===== config.mk =====
export PLATFORM = sky130hd
export DESIGN_NAME = mem_port_arbiter_flat
export DESIGN_NICKNAME = d
export VERILOG_FILES = /design/src/rtl/mem_port_arbiter_pkg.sv /design/src/rtl/mem_port_arbiter_if.sv /design/src/rtl/mem_port_arbiter_id_fifo.sv /design/src/rtl/mem_port_arbiter.sv /design/src/flat_wrapper.sv
export SDC_FILE = /design/constraint.sdc
export NUM_CORES = 1
export LEC_CHECK = 0
export ABC_AREA = 1
export CAP_MARGIN = 5
export CORE_AREA = 2 2 123 125
export CTS_CLUSTER_DIAMETER = 50
export DETAILED_ROUTE_END_ITERATION = 6
export DIE_AREA = 0 0 125 127
export GPL_TIMING_DRIVEN = 0
export HOLD_SLACK_MARGIN = 0.05
export REMOVE_ABC_BUFFERS = 1
export SKIP_LAST_GASP = 1
export SLEW_MARGIN = 30
export SYNTH_ARGS = -nofsm -noshare
export SYNTH_HDL_FRONTEND = slang
export SYNTH_SLANG_ARGS = --single-unit

===== constraint.sdc =====
create_clock -name clk -period 2.7 [get_ports clk]
set_input_delay 0.81 -clock clk [delete_from_list [all_inputs] [get_ports clk]]
set_output_delay 0.81 -clock clk [all_outputs]
set_load 0.005 [all_outputs]

===== src/rtl/mem_port_arbiter_pkg.sv =====
// rtl/mem_port_arbiter_pkg.sv - shared data width and requester ID constants for the memory port arbiter
package mem_port_arbiter_pkg;

  localparam int size_X_LEN = 32;

  localparam logic ARB_ID_IF = 1'b0;
  localparam logic ARB_ID_LS = 1'b1;

endpackage


===== src/rtl/mem_port_arbiter_if.sv =====
// rtl/mem_port_arbiter_if.sv - fetch, load/store and memory request/response bundle
interface mem_port_arbiter_if;
  import mem_port_arbiter_pkg::*;

  logic                  if_req_i, if_we_i;
  logic [size_X_LEN-1:0] if_addr_i, if_wdata_i;
  logic [3:0]            if_be_i;
  logic                  if_gnt_o, if_rvalid_o;
  logic [size_X_LEN-1:0] if_rdata_o;

  logic                  ls_req_i, ls_we_i;
  logic [size_X_LEN-1:0] ls_addr_i, ls_wdata_i;
  logic [3:0]            ls_be_i;
  logic                  ls_gnt_o, ls_rvalid_o;
  logic [size_X_LEN-1:0] ls_rdata_o;

  logic                  mem_req_o, mem_we_o;
  logic [size_X_LEN-1:0] mem_addr_o, mem_wdata_o;
  logic [3:0]            mem_be_o;
  logic                  mem_gnt_i, mem_rvalid_i;
  logic [size_X_LEN-1:0] mem_rdata_i;

  modport master (
    input  if_req_i, if_we_i, if_addr_i, if_wdata_i, if_be_i,
    output if_gnt_o, if_rvalid_o, if_rdata_o,
    input  ls_req_i, ls_we_i, ls_addr_i, ls_wdata_i, ls_be_i,
    output ls_gnt_o, ls_rvalid_o, ls_rdata_o,
    output mem_req_o, mem_we_o, mem_addr_o, mem_wdata_o, mem_be_o,
    input  mem_gnt_i, mem_rvalid_i, mem_rdata_i
  );

  modport slave (
    output if_req_i, if_we_i, if_addr_i, if_wdata_i, if_be_i,
    input  if_gnt_o, if_rvalid_o, if_rdata_o,
    output ls_req_i, ls_we_i, ls_addr_i, ls_wdata_i, ls_be_i,
    input  ls_gnt_o, ls_rvalid_o, ls_rdata_o,
    input  mem_req_o, mem_we_o, mem_addr_o, mem_wdata_o, mem_be_o,
    output mem_gnt_i, mem_rvalid_i, mem_rdata_i
  );

endinterface


===== src/rtl/mem_port_arbiter_id_fifo.sv =====
// rtl/mem_port_arbiter_id_fifo.sv - in-order 1-bit requester ID FIFO tracking outstanding memory requests
module arb_id_fifo #(
  parameter int DEPTH = 2,
  parameter int AW    = 1
) (
  input  logic clk,
  input  logic reset,
  input  logic push_i,
  input  logic pop_i,
  input  logic din_i,
  output logic head_o,
  output logic full_o,
  output logic empty_o
);

  localparam int CW = $clog2(DEPTH + 1);

  logic [DEPTH-1:0] mem_q, mem_d;
  logic [AW-1:0]    wptr_q, wptr_d, rptr_q, rptr_d;
  logic [CW-1:0]    count_q, count_d;
  logic             do_push, do_pop;

  function automatic logic [AW-1:0] ptr_inc(input logic [AW-1:0] p);
    return (p == AW'(DEPTH - 1)) ? '0 : p + AW'(1);
  endfunction

  assign full_o  = (count_q == CW'(DEPTH));
  assign empty_o = (count_q == '0);
  assign head_o  = mem_q[rptr_q];

  // When full, a simultaneous pop frees the head slot that the push overwrites.
  assign do_push = push_i & (~full_o | pop_i);
  assign do_pop  = pop_i & ~empty_o;

  always_comb begin
    mem_d   = mem_q;
    wptr_d  = wptr_q;
    rptr_d  = rptr_q;
    count_d = count_q;
    if (do_push) begin
      mem_d[wptr_q] = din_i;
      wptr_d        = ptr_inc(wptr_q);
    end
    if (do_pop) rptr_d = ptr_inc(rptr_q);
    if (do_push && !do_pop) count_d = count_q + CW'(1);
    else if (!do_push && do_pop) count_d = count_q - CW'(1);
  end

  always_ff @(posedge clk) begin
    if (reset) begin
      mem_q   <= '0;
      wptr_q  <= '0;
      rptr_q  <= '0;
      count_q <= '0;
    end else begin
      mem_q   <= mem_d;
      wptr_q  <= wptr_d;
      rptr_q  <= rptr_d;
      count_q <= count_d;
    end
  end

endmodule


===== src/rtl/mem_port_arbiter.sv =====
// rtl/mem_port_arbiter.sv - shares one memory port between fetch and load/store, routing responses by ID
// MEM_ARB_ROUND_ROBIN_EN selects round-robin arbitration; otherwise load/store has fixed priority.
module mem_port_arbiter
  import mem_port_arbiter_pkg::*;
#(
  parameter int MAX_OUTSTANDING = 2,
  parameter int ID_FIFO_AW      = 1
) (
  input  logic                clk,
  input  logic                reset,
  mem_port_arbiter_if.master  bus,
  output logic                err_o
);

  logic any_req, sel, can_issue, handshake, pop;
  logic id_head, id_full, id_empty;
  logic err_q, err_d;

  assign any_req = bus.if_req_i | bus.ls_req_i;

`ifdef MEM_ARB_ROUND_ROBIN_EN
  logic last_grant_q, last_grant_d;

  always_comb begin
    sel = bus.ls_req_i ? ARB_ID_LS : ARB_ID_IF;
    if (bus.if_req_i && bus.ls_req_i) sel = ~last_grant_q;
  end

  assign last_grant_d = handshake ? sel : last_grant_q;

  always_ff @(posedge clk) begin
    if (reset) last_grant_q <= ARB_ID_LS;
    else       last_grant_q <= last_grant_d;
  end
`else
  assign sel = bus.ls_req_i ? ARB_ID_LS : ARB_ID_IF;
`endif

  // A response in this cycle frees a slot, so a full tracker can still issue.
  assign can_issue     = ~id_full | bus.mem_rvalid_i;
  assign bus.mem_req_o = any_req & can_issue & ~reset;
  assign handshake     = bus.mem_req_o & bus.mem_gnt_i;
  assign bus.if_gnt_o  = handshake & (sel == ARB_ID_IF);
  assign bus.ls_gnt_o  = handshake & (sel == ARB_ID_LS);

  always_comb begin
    bus.mem_we_o    = 1'b0;
    bus.mem_addr_o  = '0;
    bus.mem_wdata_o = '0;
    bus.mem_be_o    = '0;
    if (any_req) begin
      if (sel == ARB_ID_LS) begin
        bus.mem_we_o    = bus.ls_we_i;
        bus.mem_addr_o  = bus.ls_addr_i;
        bus.mem_wdata_o = bus.ls_wdata_i;
        bus.mem_be_o    = bus.ls_be_i;
      end else begin
        bus.mem_we_o    = bus.if_we_i;
        bus.mem_addr_o  = bus.if_addr_i;
        bus.mem_wdata_o = bus.if_wdata_i;
        bus.mem_be_o    = bus.if_be_i;
      end
    end
  end

  assign pop             = bus.mem_rvalid_i & ~id_empty & ~reset;
  assign bus.if_rvalid_o = pop & (id_head == ARB_ID_IF);
  assign bus.ls_rvalid_o = pop & (id_head == ARB_ID_LS);
  assign bus.if_rdata_o  = bus.mem_rdata_i;
  assign bus.ls_rdata_o  = bus.mem_rdata_i;

  assign err_d = err_q | (bus.mem_rvalid_i & id_empty);
  assign err_o = err_q;

  always_ff @(posedge clk) begin
    if (reset) err_q <= 1'b0;
    else       err_q <= err_d;
  end

  arb_id_fifo #(
    .DEPTH (MAX_OUTSTANDING),
    .AW    (ID_FIFO_AW)
  ) u_id_fifo (
    .clk     (clk),
    .reset   (reset),
    .push_i  (handshake),
    .pop_i   (pop),
    .din_i   (sel),
    .head_o  (id_head),
    .full_o  (id_full),
    .empty_o (id_empty)
  );

endmodule

===== src/flat_wrapper.sv =====
// flat-port wrapper written by rule: the top's interface ports become plain ports
module mem_port_arbiter_flat import mem_port_arbiter_pkg::*;
#(
  parameter int MAX_OUTSTANDING = 2,
  parameter int ID_FIFO_AW      = 1
)
  (clk, reset, err_o, bus_if_req_i, bus_if_we_i, bus_if_addr_i, bus_if_wdata_i, bus_if_be_i, bus_if_gnt_o, bus_if_rvalid_o, bus_if_rdata_o, bus_ls_req_i, bus_ls_we_i, bus_ls_addr_i, bus_ls_wdata_i, bus_ls_be_i, bus_ls_gnt_o, bus_ls_rvalid_o, bus_ls_rdata_o, bus_mem_req_o, bus_mem_we_o, bus_mem_addr_o, bus_mem_wdata_o, bus_mem_be_o, bus_mem_gnt_i, bus_mem_rvalid_i, bus_mem_rdata_i);
  mem_port_arbiter_if bus_i ();
  input  logic clk;
  input  logic reset;
  output logic err_o;
  input wire logic [$bits(bus_i.if_req_i)-1:0] bus_if_req_i;
  input wire logic [$bits(bus_i.if_we_i)-1:0] bus_if_we_i;
  input wire logic [$bits(bus_i.if_addr_i)-1:0] bus_if_addr_i;
  input wire logic [$bits(bus_i.if_wdata_i)-1:0] bus_if_wdata_i;
  input wire logic [$bits(bus_i.if_be_i)-1:0] bus_if_be_i;
  output wire logic [$bits(bus_i.if_gnt_o)-1:0] bus_if_gnt_o;
  output wire logic [$bits(bus_i.if_rvalid_o)-1:0] bus_if_rvalid_o;
  output wire logic [$bits(bus_i.if_rdata_o)-1:0] bus_if_rdata_o;
  input wire logic [$bits(bus_i.ls_req_i)-1:0] bus_ls_req_i;
  input wire logic [$bits(bus_i.ls_we_i)-1:0] bus_ls_we_i;
  input wire logic [$bits(bus_i.ls_addr_i)-1:0] bus_ls_addr_i;
  input wire logic [$bits(bus_i.ls_wdata_i)-1:0] bus_ls_wdata_i;
  input wire logic [$bits(bus_i.ls_be_i)-1:0] bus_ls_be_i;
  output wire logic [$bits(bus_i.ls_gnt_o)-1:0] bus_ls_gnt_o;
  output wire logic [$bits(bus_i.ls_rvalid_o)-1:0] bus_ls_rvalid_o;
  output wire logic [$bits(bus_i.ls_rdata_o)-1:0] bus_ls_rdata_o;
  output wire logic [$bits(bus_i.mem_req_o)-1:0] bus_mem_req_o;
  output wire logic [$bits(bus_i.mem_we_o)-1:0] bus_mem_we_o;
  output wire logic [$bits(bus_i.mem_addr_o)-1:0] bus_mem_addr_o;
  output wire logic [$bits(bus_i.mem_wdata_o)-1:0] bus_mem_wdata_o;
  output wire logic [$bits(bus_i.mem_be_o)-1:0] bus_mem_be_o;
  input wire logic [$bits(bus_i.mem_gnt_i)-1:0] bus_mem_gnt_i;
  input wire logic [$bits(bus_i.mem_rvalid_i)-1:0] bus_mem_rvalid_i;
  input wire logic [$bits(bus_i.mem_rdata_i)-1:0] bus_mem_rdata_i;
  assign bus_i.if_req_i = bus_if_req_i;
  assign bus_i.if_we_i = bus_if_we_i;
  assign bus_i.if_addr_i = bus_if_addr_i;
  assign bus_i.if_wdata_i = bus_if_wdata_i;
  assign bus_i.if_be_i = bus_if_be_i;
  assign bus_if_gnt_o = bus_i.if_gnt_o;
  assign bus_if_rvalid_o = bus_i.if_rvalid_o;
  assign bus_if_rdata_o = bus_i.if_rdata_o;
  assign bus_i.ls_req_i = bus_ls_req_i;
  assign bus_i.ls_we_i = bus_ls_we_i;
  assign bus_i.ls_addr_i = bus_ls_addr_i;
  assign bus_i.ls_wdata_i = bus_ls_wdata_i;
  assign bus_i.ls_be_i = bus_ls_be_i;
  assign bus_ls_gnt_o = bus_i.ls_gnt_o;
  assign bus_ls_rvalid_o = bus_i.ls_rvalid_o;
  assign bus_ls_rdata_o = bus_i.ls_rdata_o;
  assign bus_mem_req_o = bus_i.mem_req_o;
  assign bus_mem_we_o = bus_i.mem_we_o;
  assign bus_mem_addr_o = bus_i.mem_addr_o;
  assign bus_mem_wdata_o = bus_i.mem_wdata_o;
  assign bus_mem_be_o = bus_i.mem_be_o;
  assign bus_i.mem_gnt_i = bus_mem_gnt_i;
  assign bus_i.mem_rvalid_i = bus_mem_rvalid_i;
  assign bus_i.mem_rdata_i = bus_mem_rdata_i;
  mem_port_arbiter #(.MAX_OUTSTANDING(MAX_OUTSTANDING), .ID_FIFO_AW(ID_FIFO_AW)) u_core (.clk(clk), .reset(reset), .bus(bus_i), .err_o(err_o));
endmodule

Word level (Yosys, flattened, before mapping)
Cells that the tools add are included.

Register bits: 7. Input port bits: 176. Output and inout port bits: 139. Word-level logic and storage cells: 59.

$add $sub $neg: 4. Order comparisons: 3. Equality and inequality tests: 1. Muxes and demuxes: 18. Bitwise gates (word level): 21. Reductions and logical operators: 7.

Operators with widths (number): $mux 32 (4); $and 1x1->1 (12); $mux 1 (8); $mux 4 (2); $not 1->1 (5); $lt 1x2->1 const B (2); $mux 2 (2); $or 1x1->1 (4); $logic_and 1x1->1 (3); $add 1x1->1 const B (2); $add 2x1->2 const B (1); $bwmux 2 (1); $eq 2x2->1 const B (1); $logic_not 1->1 (2); $logic_not 2->1 (1); $reduce_bool 2->1 (1); $sub 2x1->2 const B (1); $demux 1 s1 (1); $ge 1x1->1 const B (1).

Logic depth before layout (Yosys ltp)
Word-level depth: 11. Gate-level depth with buffers: 11. Mapped depth without buffers: 10.

Modules after synthesis
A second synthesis with hierarchy kept.

Cell total of the unflattened synthesis: 401. Area, all modules: 2053.2 um2.

By module, submodules not included: mem_port_arbiter (times used 1, cells an instance 350, area an instance 1726.7 um2, seq. area each 20.0 um2); arb_id_fifo (times used 1, cells an instance 51, area an instance 326.6 um2, seq. area each 120.1 um2).

Least setup slack after synthesis
OpenSTA, ideal clock, no wires.

Kind: in2out. From: input bus_if_req_i. To: output bus_mem_addr_o[11]. Data arrival time: 1.420 ns. Data required time: 1.890 ns. Slack: 0.470 ns. Stages: 5. Buffers on the path: 3. Cell sequence: buf_4 > buf_6 > buf_2 > a21oi_1 > nor2_1.

Cells in the longest elaborated chain, start to end: 2.

Ends and longest elaborated chain: start, declared (RTL line flat_wrapper.sv:12) `input wire logic [$bits(bus_i.if_req_i)-1:0] bus_if_req_i;`; $or 1x1->1 (RTL line mem_port_arbiter.sv:19) `assign any_req = bus.if_req_i | bus.ls_req_i;`; $mux 32 (RTL line mem_port_arbiter.sv:51) `if (any_req) begin`; end, declared (RTL line flat_wrapper.sv:30) `output wire logic [$bits(bus_i.mem_addr_o)-1:0] bus_mem_addr_o;`.

No other way between the ends.

Worst setup path in the final report
From: input bus_ls_req_i. To: output bus_mem_wdata_o[20].

Cells in the longest elaborated chain, start to end: 3. Elaborated cells on any way between the ends: 4. Those cells by class: 3 x mux; 1 x bitwise.

Ends and longest elaborated chain: start, declared (RTL line flat_wrapper.sv:20) `input wire logic [$bits(bus_i.ls_req_i)-1:0] bus_ls_req_i;`; $mux 1 (RTL line mem_port_arbiter.sv:36) `assign sel = bus.ls_req_i ? ARB_ID_LS : ARB_ID_IF;`; $mux 32 (RTL line mem_port_arbiter.sv:52) `if (sel == ARB_ID_LS) begin`; $mux 32 * (RTL line mem_port_arbiter.sv:51); end, declared (RTL line flat_wrapper.sv:31) `output wire logic [$bits(bus_i.mem_wdata_o)-1:0] bus_mem_wdata_o;`.

Every way passes the cells marked *; elsewhere a longest branch is shown, timed or not.

==> out/results.ini <==
[synth]
yosysTopAreaCellShare = 0.247
synth_flop_cell = dfxtp_1
synth_edf_count = 0
yosys_warnings = 0
synthDistinctLibCells = 22
synth_area_sq_mm = 0.00197
synth_most_common_cell = nor2_1
synth_top_area_cell = buf_4
synth_seq_cells = 7
synthCells = 384
synth_seq_area_share = 0.0710
synth.area.top_cells = buf_4 (25%), nor2_1 (15%), nand2_1 (15%), a21oi_1 (9.4%), o21ai_1 (9.1%)
synth_common_cells = nor2_1 (81), nand2_1 (79), buf_4 (65), a21oi_1 (37)
async_reset_ff_frac = 0
syn_area_per_cell_sq_um = 5.14

[sta]
fmax_ghz = 0.352
final.setup.tns_ns = -1.21
relSlewSlack = 0.762
fin_ws_ns = -0.138
finalSetupViolations = 13
period_share = 1.05
tightest_slew_ns = 0.356
drv_slew = 0
skew_ns = 0.00231
rsz0062_at_grt = true
hold_violations = 0
min_period_ns = 2.84

[clocking]
cts_buffers = 3
cts.sink_count = 7
clk_latency_ns = 0.23
cts_buffer_depth = 2
root_buffer = clkbuf_16
clk_pin_slew_ns = 0.04
h-tree-depth = 1
cts_tree = done
hold_buffers = 0

[run_status]
status = finished with violations
violations = negative setup slack

[detailed_routing]
drc = 0
num_vias = 2975
first_pass_iters = 4
top_layer = met5
totalWireLength_um = 13300
drt_iter0_drc = 140
drt-met1-wl_um = 5330
wl_met2_um = 5660
routed_via_density = 4.05
ant_nets = 0
met3_length_um = 2140
wl_per_cell_um = 18.1

[global_routing]
grt_use_total = 0.156
antenna_found_initial = 0
overflow = 0
grt_max_degree = 32
grt_pass1_vias = 2873
grt_pass1_wl_um = 18700

[setup_path]
critPathMaxStageDelay_ns = 0.48
slowest_stage = clkdlybuf4s50_1
cp-end-kind = output pin
crit_fanout = 11
crit_type = input pin to output pin
required_ns = 1.89
path_buf_inv = 7
cp.arrival_ns = 2.03
start_kind = input pin
path_cells = buf_16 -> buf_16 -> inv_16 -> buf_6 -> clkbuf_16 -> o21ai_1 -> inv_2 -> clkdlybuf4s50_1
path_delay_family = buffers and inverters
crit_top_cell = buf_16

[worst_hold_path]
hp-class = flop to flop

[run]
max_cap_violations = 0

[finish]
final_core_util = 0.308
stdcell_count = 734
finalInstanceArea_sq_mm = 0.00444
areaGrowthSynthToFinish_pct = 125
diodes = 0
nNetsFinal = 728
drive_above_1_share = 0.116

[placed_design]
dp.cells = 702
dp_hpwl_um = 9330
dpl_cell_area_sq_mm = 0.00385
gp_congestion = 0.761
port_buffers = 218

[floorplan]
die_h_um = 127
start_util = 0.137
row_count = 44
io_pins = 315
fp.dieW_um = 125
die-area_sq_mm = 0.0159
coreArea_sq_mm = 0.0144

[power_and_ir_drop]
cellPowerDensity_mw_per_mm2 = 245
p_leak_nw = 2.22
peakVddDrop_uv = 268

## report_power, final
group          switching [mW]  internal (mW)
Sequential            0.00868          0.116
Combinational           0.266          0.444
Clock                  0.0575          0.197
## path summary, 6_finish.rpt
check / from / endpoint / slack, ns / depth (start not counted)
setup / recovery: bus_ls_req_i / bus_mem_wdata_o[20] / -0.14 / 8
hold / removal: u_core.u_id_fifo.wptr_q$_SDFFE_PP0P_ / u_core.u_id_fifo.wptr_q$_SDFFE_PP0P_ / 0.48 / 2
setup reg to reg: u_core.u_id_fifo.count_q[1]$_SDFFE_PP0P_ / u_core.u_id_fifo.count_q[1]$_SDFFE_PP0P_ / 1.07 / 9
hold reg to reg: u_core.u_id_fifo.wptr_q$_SDFFE_PP0P_ / u_core.u_id_fifo.wptr_q$_SDFFE_PP0P_ / 0.48 / 2
## metal layers
layer  up-vias  track usage
met5         -       0.0372
met4         2       0.0124
met3         6        0.106
met2       229        0.235
met1      1288        0.190
li1       1450            -
## cell families (layout without fill, tap and decap cells)
family,count (synthesis),in the layout,share of synthesized area
flops,7,7,0.0710
xor+xnor,2,2,0.00887
buf+inv,132,298,0.392
fa+ha+maj,1,1,0.00634
compound gates,75,75,0.191
simple gates,167,167,0.331
## through the flow
step	total power, mW	setup WS [ns]	hold slack, ns
finish	1.09	-0.138	0.477
global route	1.17	-0.200	0.519
CTS	1.10	-0.170	0.480
detailed placement	0.765	-0.791	0.476
global placement	0.758	-2.98	0.473
floorplan	0.303	-0.00184	0.448
## repair_timing
| item | in CTS | in global routing |
|---|---|---|
| gates resized for setup | 78 | 29 |
| gates cloned | 9 | 1 |
| buffers inserted | 15 | 3 |
| setup endpoints to repair | 74 | 42 |
| pin swaps | 4 | 1 |
## layout by cell type (no fill, tap or decap), types with 3 or more instances in the layout
cell type and n:
nor2_2 3, dlymetal6s2s_1 19, clkdlybuf4s50_1 152, a21oi_1 35, clkbuf_16 4, buf_16 10, nor2_1 78, buf_4 15
inv_1 35, o21ai_1 32, inv_2 9, o21ai_2 4, dfxtp_1 7, nand2_1 78, dlygate4sd2_1 40
## worst min-delay path, delay by kind of cell, from the launching register on
kind             cells  cell delay (ns)
flip-flops           1             0.31
AO/OA/AOI/OAI        1             0.05
AND/OR/NAND/NOR      1             0.06
## state kept, by name, indices dropped and copies added, names as in the netlist
name / cells
u_core.u_id_fifo.wptr_q: 1
u_core.u_id_fifo.rptr_q: 1
u_core.u_id_fifo.count_q: 2
u_core.err_o: 1
u_core.u_id_fifo.mem_q: 2
## cell type report
class                      count  area [sq um]
tap                          184           230
inverter                      45           185
clock buffer                   4          78.8
timing repair inverter         1          11.3
sequential                     7           140
timing repair buffer         248          2690
fill                        1588          9980
multi-input combinational    245          1100
No activity file was read; power rests on OpenSTA's default activity.
